`src/rtl/addsub_accum_seq_if.sv`:
```
// Operand-beat input stream and result output stream of the add/sub accumulator.
// The master side is the packet producer; the slave side is the accumulator.
interface addsub_accum_seq_if #(
  parameter int WIDTH = 8
);
  logic             in_valid;
  logic             in_ready;
  logic [WIDTH-1:0] in_data;
  logic [1:0]       in_op;
  logic             in_last;
  logic             out_valid;
  logic             out_ready;
  logic [WIDTH-1:0] out_data;
  logic             out_ovf;
  logic             out_carry;
  logic             out_zero;
  logic [7:0]       out_count;

  modport master (
    output in_valid, in_data, in_op, in_last, out_ready,
    input  in_ready, out_valid, out_data, out_ovf, out_carry, out_zero, out_count
  );

  modport slave (
    input  in_valid, in_data, in_op, in_last, out_ready,
    output in_ready, out_valid, out_data, out_ovf, out_carry, out_zero, out_count
  );
endinterface

```
`src/rtl/addsub_accum_seq.sv`:
```
// Packet accumulator: applies LOAD/ADD/SUB/CLEAR per accepted beat and presents
// one registered result with sticky overflow/carry flags when the packet closes.
module addsub_accum_seq #(
    parameter int WIDTH = 8,
    parameter bit SAT   = 1'b0
) (
    input logic clk,
    input logic rst_n,
    addsub_accum_seq_if.slave bus
);

    typedef enum logic [1:0] {
        OP_LOAD  = 2'b00,
        OP_ADD   = 2'b01,
        OP_SUB   = 2'b10,
        OP_CLEAR = 2'b11
    } op_e;

    typedef enum logic [1:0] {
        S_IDLE,
        S_ACCUM,
        S_HOLD
    } state_e;

    state_e           state, state_next;
    logic [WIDTH-1:0] acc;
    logic             ovf, carry;
    logic [7:0]       count;

    logic             xfer, first;
    op_e              op;
    logic [WIDTH-1:0] base, operand_b, sum, sat_val, acc_next;
    logic             cout, sum_ovf, is_sub, is_arith;
    logic             ovf_next, carry_next;
    logic [7:0]       count_base, count_next;

    assign bus.in_ready  = (state != S_HOLD);
    assign bus.out_valid = (state == S_HOLD);

    assign xfer  = bus.in_valid && bus.in_ready;
    assign first = (state == S_IDLE);
    assign op    = op_e'(bus.in_op);

    // A new packet starts from a clean slate: base 0, flags and count cleared.
    assign base       = first ? '0 : acc;
    assign count_base = first ? 8'd0 : count;

    // Shared two's-complement adder: SUB is A + ~B with carry-in 1.
    assign is_sub    = (op == OP_SUB);
    assign is_arith  = (op == OP_ADD) || is_sub;
    assign operand_b = is_sub ? ~bus.in_data : bus.in_data;
    assign {cout, sum} = {1'b0, base} + {1'b0, operand_b} + {{WIDTH{1'b0}}, is_sub};

    // Using the inverted operand makes one rule cover both ADD and SUB overflow.
    assign sum_ovf = (base[WIDTH-1] == operand_b[WIDTH-1]) && (sum[WIDTH-1] != base[WIDTH-1]);
    assign sat_val = base[WIDTH-1] ? {1'b1, {(WIDTH-1){1'b0}}} : {1'b0, {(WIDTH-1){1'b1}}};

    always_comb begin
        // NOTE: every output of a combinational block gets a default first so no latch is inferred.
        acc_next = base;
        unique case (op)
            OP_LOAD:  acc_next = bus.in_data;
            OP_ADD,
            OP_SUB:   acc_next = (SAT && sum_ovf) ? sat_val : sum;
            OP_CLEAR: acc_next = '0;
            default:  acc_next = base;
        endcase
    end

    // Borrow on SUB is the inverse of the adder carry-out.
    assign ovf_next   = (first ? 1'b0 : ovf) | (is_arith && sum_ovf);
    assign carry_next = (first ? 1'b0 : carry) |
                        ((op == OP_ADD) && cout) | (is_sub && !cout);
    assign count_next = (count_base == 8'hFF) ? 8'hFF : count_base + 8'd1;

    always_ff @(posedge clk or negedge rst_n) begin
        // NOTE: registered state uses non-blocking assignments so all flops update together.
        if (!rst_n) state <= S_IDLE;
        else        state <= state_next;
    end

    always_comb begin
        state_next = state;
        unique case (state)
            S_IDLE,
            S_ACCUM: if (xfer) state_next = bus.in_last ? S_HOLD : S_ACCUM;
            S_HOLD:  if (bus.out_ready) state_next = S_IDLE;
            default: state_next = S_IDLE;
        endcase
    end

    always_ff @(posedge clk or negedge rst_n) begin
        if (!rst_n) begin
            acc           <= '0;
            ovf           <= 1'b0;
            carry         <= 1'b0;
            count         <= 8'd0;
            bus.out_data  <= '0;
            bus.out_ovf   <= 1'b0;
            bus.out_carry <= 1'b0;
            bus.out_zero  <= 1'b0;
            bus.out_count <= 8'd0;
        end else if (xfer) begin
            acc   <= acc_next;
            ovf   <= ovf_next;
            carry <= carry_next;
            count <= count_next;
            // Result fields are captured only at packet close so they hold after the handshake.
            if (bus.in_last) begin
                bus.out_data  <= acc_next;
                bus.out_ovf   <= ovf_next;
                bus.out_carry <= carry_next;
                bus.out_zero  <= (acc_next == '0);
                bus.out_count <= count_next;
            end
        end
    end

endmodule

```
`src/flat_wrapper.sv`:
```
// flat-port wrapper written by rule: the top's interface ports become plain ports
module addsub_accum_seq_flat 
#(
    parameter int WIDTH = 8,
    parameter bit SAT   = 1'b0
)
  (clk, rst_n, bus_in_valid, bus_in_data, bus_in_op, bus_in_last, bus_out_ready, bus_in_ready, bus_out_valid, bus_out_data, bus_out_ovf, bus_out_carry, bus_out_zero, bus_out_count);
  addsub_accum_seq_if #(.WIDTH(WIDTH)) bus_i ();
  input logic clk;
  input logic rst_n;
  input wire logic [$bits(bus_i.in_valid)-1:0] bus_in_valid;
  input wire logic [$bits(bus_i.in_data)-1:0] bus_in_data;
  input wire logic [$bits(bus_i.in_op)-1:0] bus_in_op;
  input wire logic [$bits(bus_i.in_last)-1:0] bus_in_last;
  input wire logic [$bits(bus_i.out_ready)-1:0] bus_out_ready;
  output wire logic [$bits(bus_i.in_ready)-1:0] bus_in_ready;
  output wire logic [$bits(bus_i.out_valid)-1:0] bus_out_valid;
  output wire logic [$bits(bus_i.out_data)-1:0] bus_out_data;
  output wire logic [$bits(bus_i.out_ovf)-1:0] bus_out_ovf;
  output wire logic [$bits(bus_i.out_carry)-1:0] bus_out_carry;
  output wire logic [$bits(bus_i.out_zero)-1:0] bus_out_zero;
  output wire logic [$bits(bus_i.out_count)-1:0] bus_out_count;
  assign bus_i.in_valid = bus_in_valid;
  assign bus_i.in_data = bus_in_data;
  assign bus_i.in_op = bus_in_op;
  assign bus_i.in_last = bus_in_last;
  assign bus_i.out_ready = bus_out_ready;
  assign bus_in_ready = bus_i.in_ready;
  assign bus_out_valid = bus_i.out_valid;
  assign bus_out_data = bus_i.out_data;
  assign bus_out_ovf = bus_i.out_ovf;
  assign bus_out_carry = bus_i.out_carry;
  assign bus_out_zero = bus_i.out_zero;
  assign bus_out_count = bus_i.out_count;
  addsub_accum_seq #(.WIDTH(WIDTH), .SAT(SAT)) u_core (.clk(clk), .rst_n(rst_n), .bus(bus_i));
endmodule
```
`config.mk`:
```
export PLATFORM = sky130hd
export DESIGN_NAME = addsub_accum_seq_flat
export DESIGN_NICKNAME = d
export VERILOG_FILES = /design/src/rtl/addsub_accum_seq_if.sv /design/src/rtl/addsub_accum_seq.sv /design/src/flat_wrapper.sv
export SDC_FILE = /design/constraint.sdc
export NUM_CORES = 1
export LEC_CHECK = 0
export ABC_AREA = 1
export CAP_MARGIN = 10
export CORE_ASPECT_RATIO = 0.8
export CORE_MARGIN = 2
export CORE_UTILIZATION = 50
export DETAILED_ROUTE_END_ITERATION = 7
export GPL_TIMING_DRIVEN = 0
export PLACE_DENSITY = 0.82
export SLEW_MARGIN = 15
export SYNTH_ARGS = -nofsm -noshare
export SYNTH_HDL_FRONTEND = slang
export SYNTH_SLANG_ARGS = --single-unit
export TNS_END_PERCENT = 1
```
`constraint.sdc`:
```
create_clock -name clk -period 3.9 [get_ports clk]
set_input_delay 0.78 -clock clk [delete_from_list [all_inputs] [get_ports clk]]
set_output_delay 0.78 -clock clk [all_outputs]
set_load 0.005 [all_outputs]
```
==> results.sh <==
export IMPL_worstRegToRegCells=15
export IMPL_final_max_slew_violation_count=0
export IMPL_crit_end="u_core.bus.out_zero"
export IMPL_worstSetupStartpoint="bus_in_op[0]"
export IMPL_r2r_end="u_core.bus.out_zero"
export IMPL_drt_vias_per_instance=5.273
export IMPL_synth_distinct_cells=31
export IMPL_synth_largest_area_cell="sky130_fd_sc_hd__dfrtp_1"
export IMPL_drt_iter0_markers=244
export IMPL_routed_wirelength_um=5973
export IMPL_final_layout_size_suffix_gt1_share_pct=11.03
export IMPL_n_antenna_cell=0
export IMPL_fmax_mhz=314.6
export IMPL_postSynthAreaPerCell_sq_um=7.185
export IMPL_max_fo_critical_path=7
export IMPL_cell_area_after_technology_mapping_sq_um=2486
export IMPL_num_io_pins=36
export IMPL_type_of_the_setup_path_with_the_least_slack="in2reg"
export IMPL_placeableCoreArea_sq_um=4679
export IMPL_cts_sinks=39
export IMPL_die_width_um=82.84
export IMPL_crit_path_cell_trace="clkdlybuf4s50_1 -> inv_1 -> ha_1 -> buf_2 -> xor2_1 -> fa_1 -> inv_1 -> nand2_1 -> nand3_1 -> o21ai_0 -> inv_1 -> nand2_1 -> nor2_1 -> nand2_1 -> nor2_1 -> nand3_1 -> o21bai_2"
export IMPL_final_min_clock_period_ns=3.179
export IMPL_synth_edff_count=0
export IMPL_grt_pass1_vias=2217
export IMPL_routabilityCongestion=0.8985
export IMPL_portBuffers=35
export IMPL_postSynth_topFlopCell="sky130_fd_sc_hd__dfrtp_1"
export IMPL_p_total_mw=1.573
export IMPL_num_rows=22
export IMPL_finalSetupViolations=0
export IMPL_htree_levels=2
export IMPL_cellLeakagePower_nw=1.569
export IMPL_yosys_cell_count_top_type="sky130_fd_sc_hd__nand2_1"
export IMPL_setup_repair_after_global_routing_missed_its_margin="false"
export IMPL_layout_area_overhead_vs_synth_pct=22.75
export IMPL_antenna_found_initial=0
export IMPL_hold_path_class="in2async"
export IMPL_startpoint_type="input port"
export IMPL_worst_path_max_delay_cell="sky130_fd_sc_hd__fa_1"
export IMPL_grt_use_total_pct=23.55
export IMPL_synth_seq_area_share_pct=39.26
export IMPL_crit_arrival_ns=3.40
export IMPL_max_cap_violations=0
export IMPL_grt_pass1_wl_um=10240
export IMPL_fp_dieH_um=67.07
export IMPL_wire_per_inst_um=13.27
export IMPL_outcome="finished, final reports clean"
export IMPL_grt_overflow_total=0
export IMPL_insertion_delay_ns=0.30
export IMPL_synth_area_leaders="sky130_fd_sc_hd__dfrtp_1 39%, sky130_fd_sc_hd__nand2_1 17%, sky130_fd_sc_hd__inv_1 6.5%"
export IMPL_ctsHoldBuffers=0
export IMPL_power_density_nw_per_um2=515.4
export IMPL_grt_util_met1_pct=31.58
export IMPL_r2r_slack_ns=1.19
export IMPL_worstSetupEndpointType="flop"
export IMPL_global_route_peak_usage_layer="met2"
export IMPL_syn_inst=346
export IMPL_effective_utilization_at_floorplan_pct=53.13
export IMPL_synth_top_cell_area_share_pct=39.26
export IMPL_drc=0
export IMPL_fp_dieArea_sq_um=5556
export IMPL_timing_max_slew_rel_slack_pct=64.71
export IMPL_required_ns=4.12
export IMPL_ant_nets=0
export IMPL_async_reset_ff_share_pct=100.0
export IMPL_yosysWarnings=0
export IMPL_clk_pin_slew_ns=0.08
export IMPL_grt_max_degree=21
export IMPL_worst_ir_drop_vdd_uv=256.5
export IMPL_synth_seq_cells=39
export IMPL_post_cts_setup_buffer_count=0
export IMPL_tritoncts="built"
export IMPL_use_met3_pct=4.089
export IMPL_synth_common_cells="111 x sky130_fd_sc_hd__nand2_1, 43 x sky130_fd_sc_hd__inv_1, 39 x sky130_fd_sc_hd__dfrtp_1"
export IMPL_route_vias_total=2373
export IMPL_skew_ns=0.007194
export IMPL_timing_hold_violations_final=0
export IMPL_firstDrtPassIters=5
export IMPL_dp_hpwl_um=4558
export IMPL_timing_setup_tns_ns=0
export IMPL_worst_path_largest_cell_delay_ns=0.52
export IMPL_final_period_utilization_pct=81.51
export IMPL_max_clock_path_buffers=2
export IMPL_num_nets_final=417
export IMPL_post_syn_nets=374
export IMPL_clock_root_buffer="sky130_fd_sc_hd__clkbuf_8"
export IMPL_cts_buffers_inserted=5
export IMPL_cts_resized=0
export IMPL_worstMarginPinSlew_ns=0.5293
export IMPL_groute_layer_met2_usage_pct=39.01
export IMPL_r2r_start="u_core.state[0]"
[power breakdown]
part,switching (mW),internal [mW]
Combinational,0.371,0.278
Clock,0.147,0.207
Sequential,0.0613,0.508
[registers in the layout, indices dropped and copies added, names as in the netlist, 2 cells and up]
signal / cells
u_core.bus.out_count: 8
u_core.bus.out_data: 8
u_core.state: 2
u_core.acc: 8
u_core.count: 8
[worst min-delay path by stage]
stage / startpoint / endpoint / slack, ns
finish: rst_n / u_core.ovf / 0.45
global placement: u_core.carry / u_core.carry / 0.46
floorplan: u_core.carry / u_core.carry / 0.45
detailed placement: u_core.bus.out_count[6] / u_core.bus.out_count[6] / 0.46
CTS: rst_n / u_core.ovf / 0.46
global route: rst_n / u_core.ovf / 0.48
[kinds of logic after synthesis]
family	count (synthesis)	share of synthesized area [%]
AO/OA/AOI/OAI	42	9.663
adder cells (fa/ha/maj)	13	6.844
flip-flops	39	39.26
XOR/XNOR	7	2.466
buffers and inverters	59	9.310
AND/OR/NAND/NOR	186	32.46
[layout by cell type (no fill, tap or decap), drive strengths merged]
master         instances
nand4                  4
nor3                   2
a211oi                 1
o22ai                  1
and2                   1
dfrtp                 39
a31oi                  3
xor2                   7
nand3b                 2
clkbuf                 9
nand3                 23
clkinv                 1
inv                   50
fa                     1
nand2                119
o21a                   2
buf                    8
bufinv                 1
nor2                  34
clkdlybuf4s50         34
ha                    12
a21oi                  7
or2                    1
o21bai                 1
o21ai                 27
[per-layer routing]
layer,vias to the layer above,routed length (um)
met5,-,0
met4,0,87
met3,11,385
met2,95,2671
met1,1096,2828
li1,1171,-
[area by class of cell]
type                    instances  area, sq um
multi-input cells             248         1279
flip-flops and latches         39        975.9
plain buffers                   9        43.79
clock buffers                   6        82.58
inverters                      50        187.7
repair buffers                 36        372.9
clock inverters                 2        35.03
well taps                      60        75.07
fillers                       426         1628
[worst max-delay path: cells and delay by family]
| family | cells | cell delay, ns |
|---|---|---|
| AND/OR/NAND/NOR | 7 | 0.55 |
| buffers and inverters | 5 | 0.95 |
| XOR/XNOR | 1 | 0.21 |
| adder cells (fa/ha/maj) | 2 | 0.71 |
| AO/OA/AOI/OAI | 2 | 0.22 |
[stage by stage]
stage          hold WS (ns)  worst slack [ns]  util (%)  std cells  area (sq um)
2_1_floorplan        0.4492             1.229         -        346          2486
3_3_place_gp         0.4645            0.4541     62.22        441          2912
3_5_place_dp         0.4643            0.4585     62.70        442          2934
4_1_cts              0.4593            0.7606     65.21        450          3052
5_1_grt              0.4815            0.5583     65.21        450          3052
6_report             0.4547            0.7212     65.21        450          3052
(Power assumes the default switching activity.)
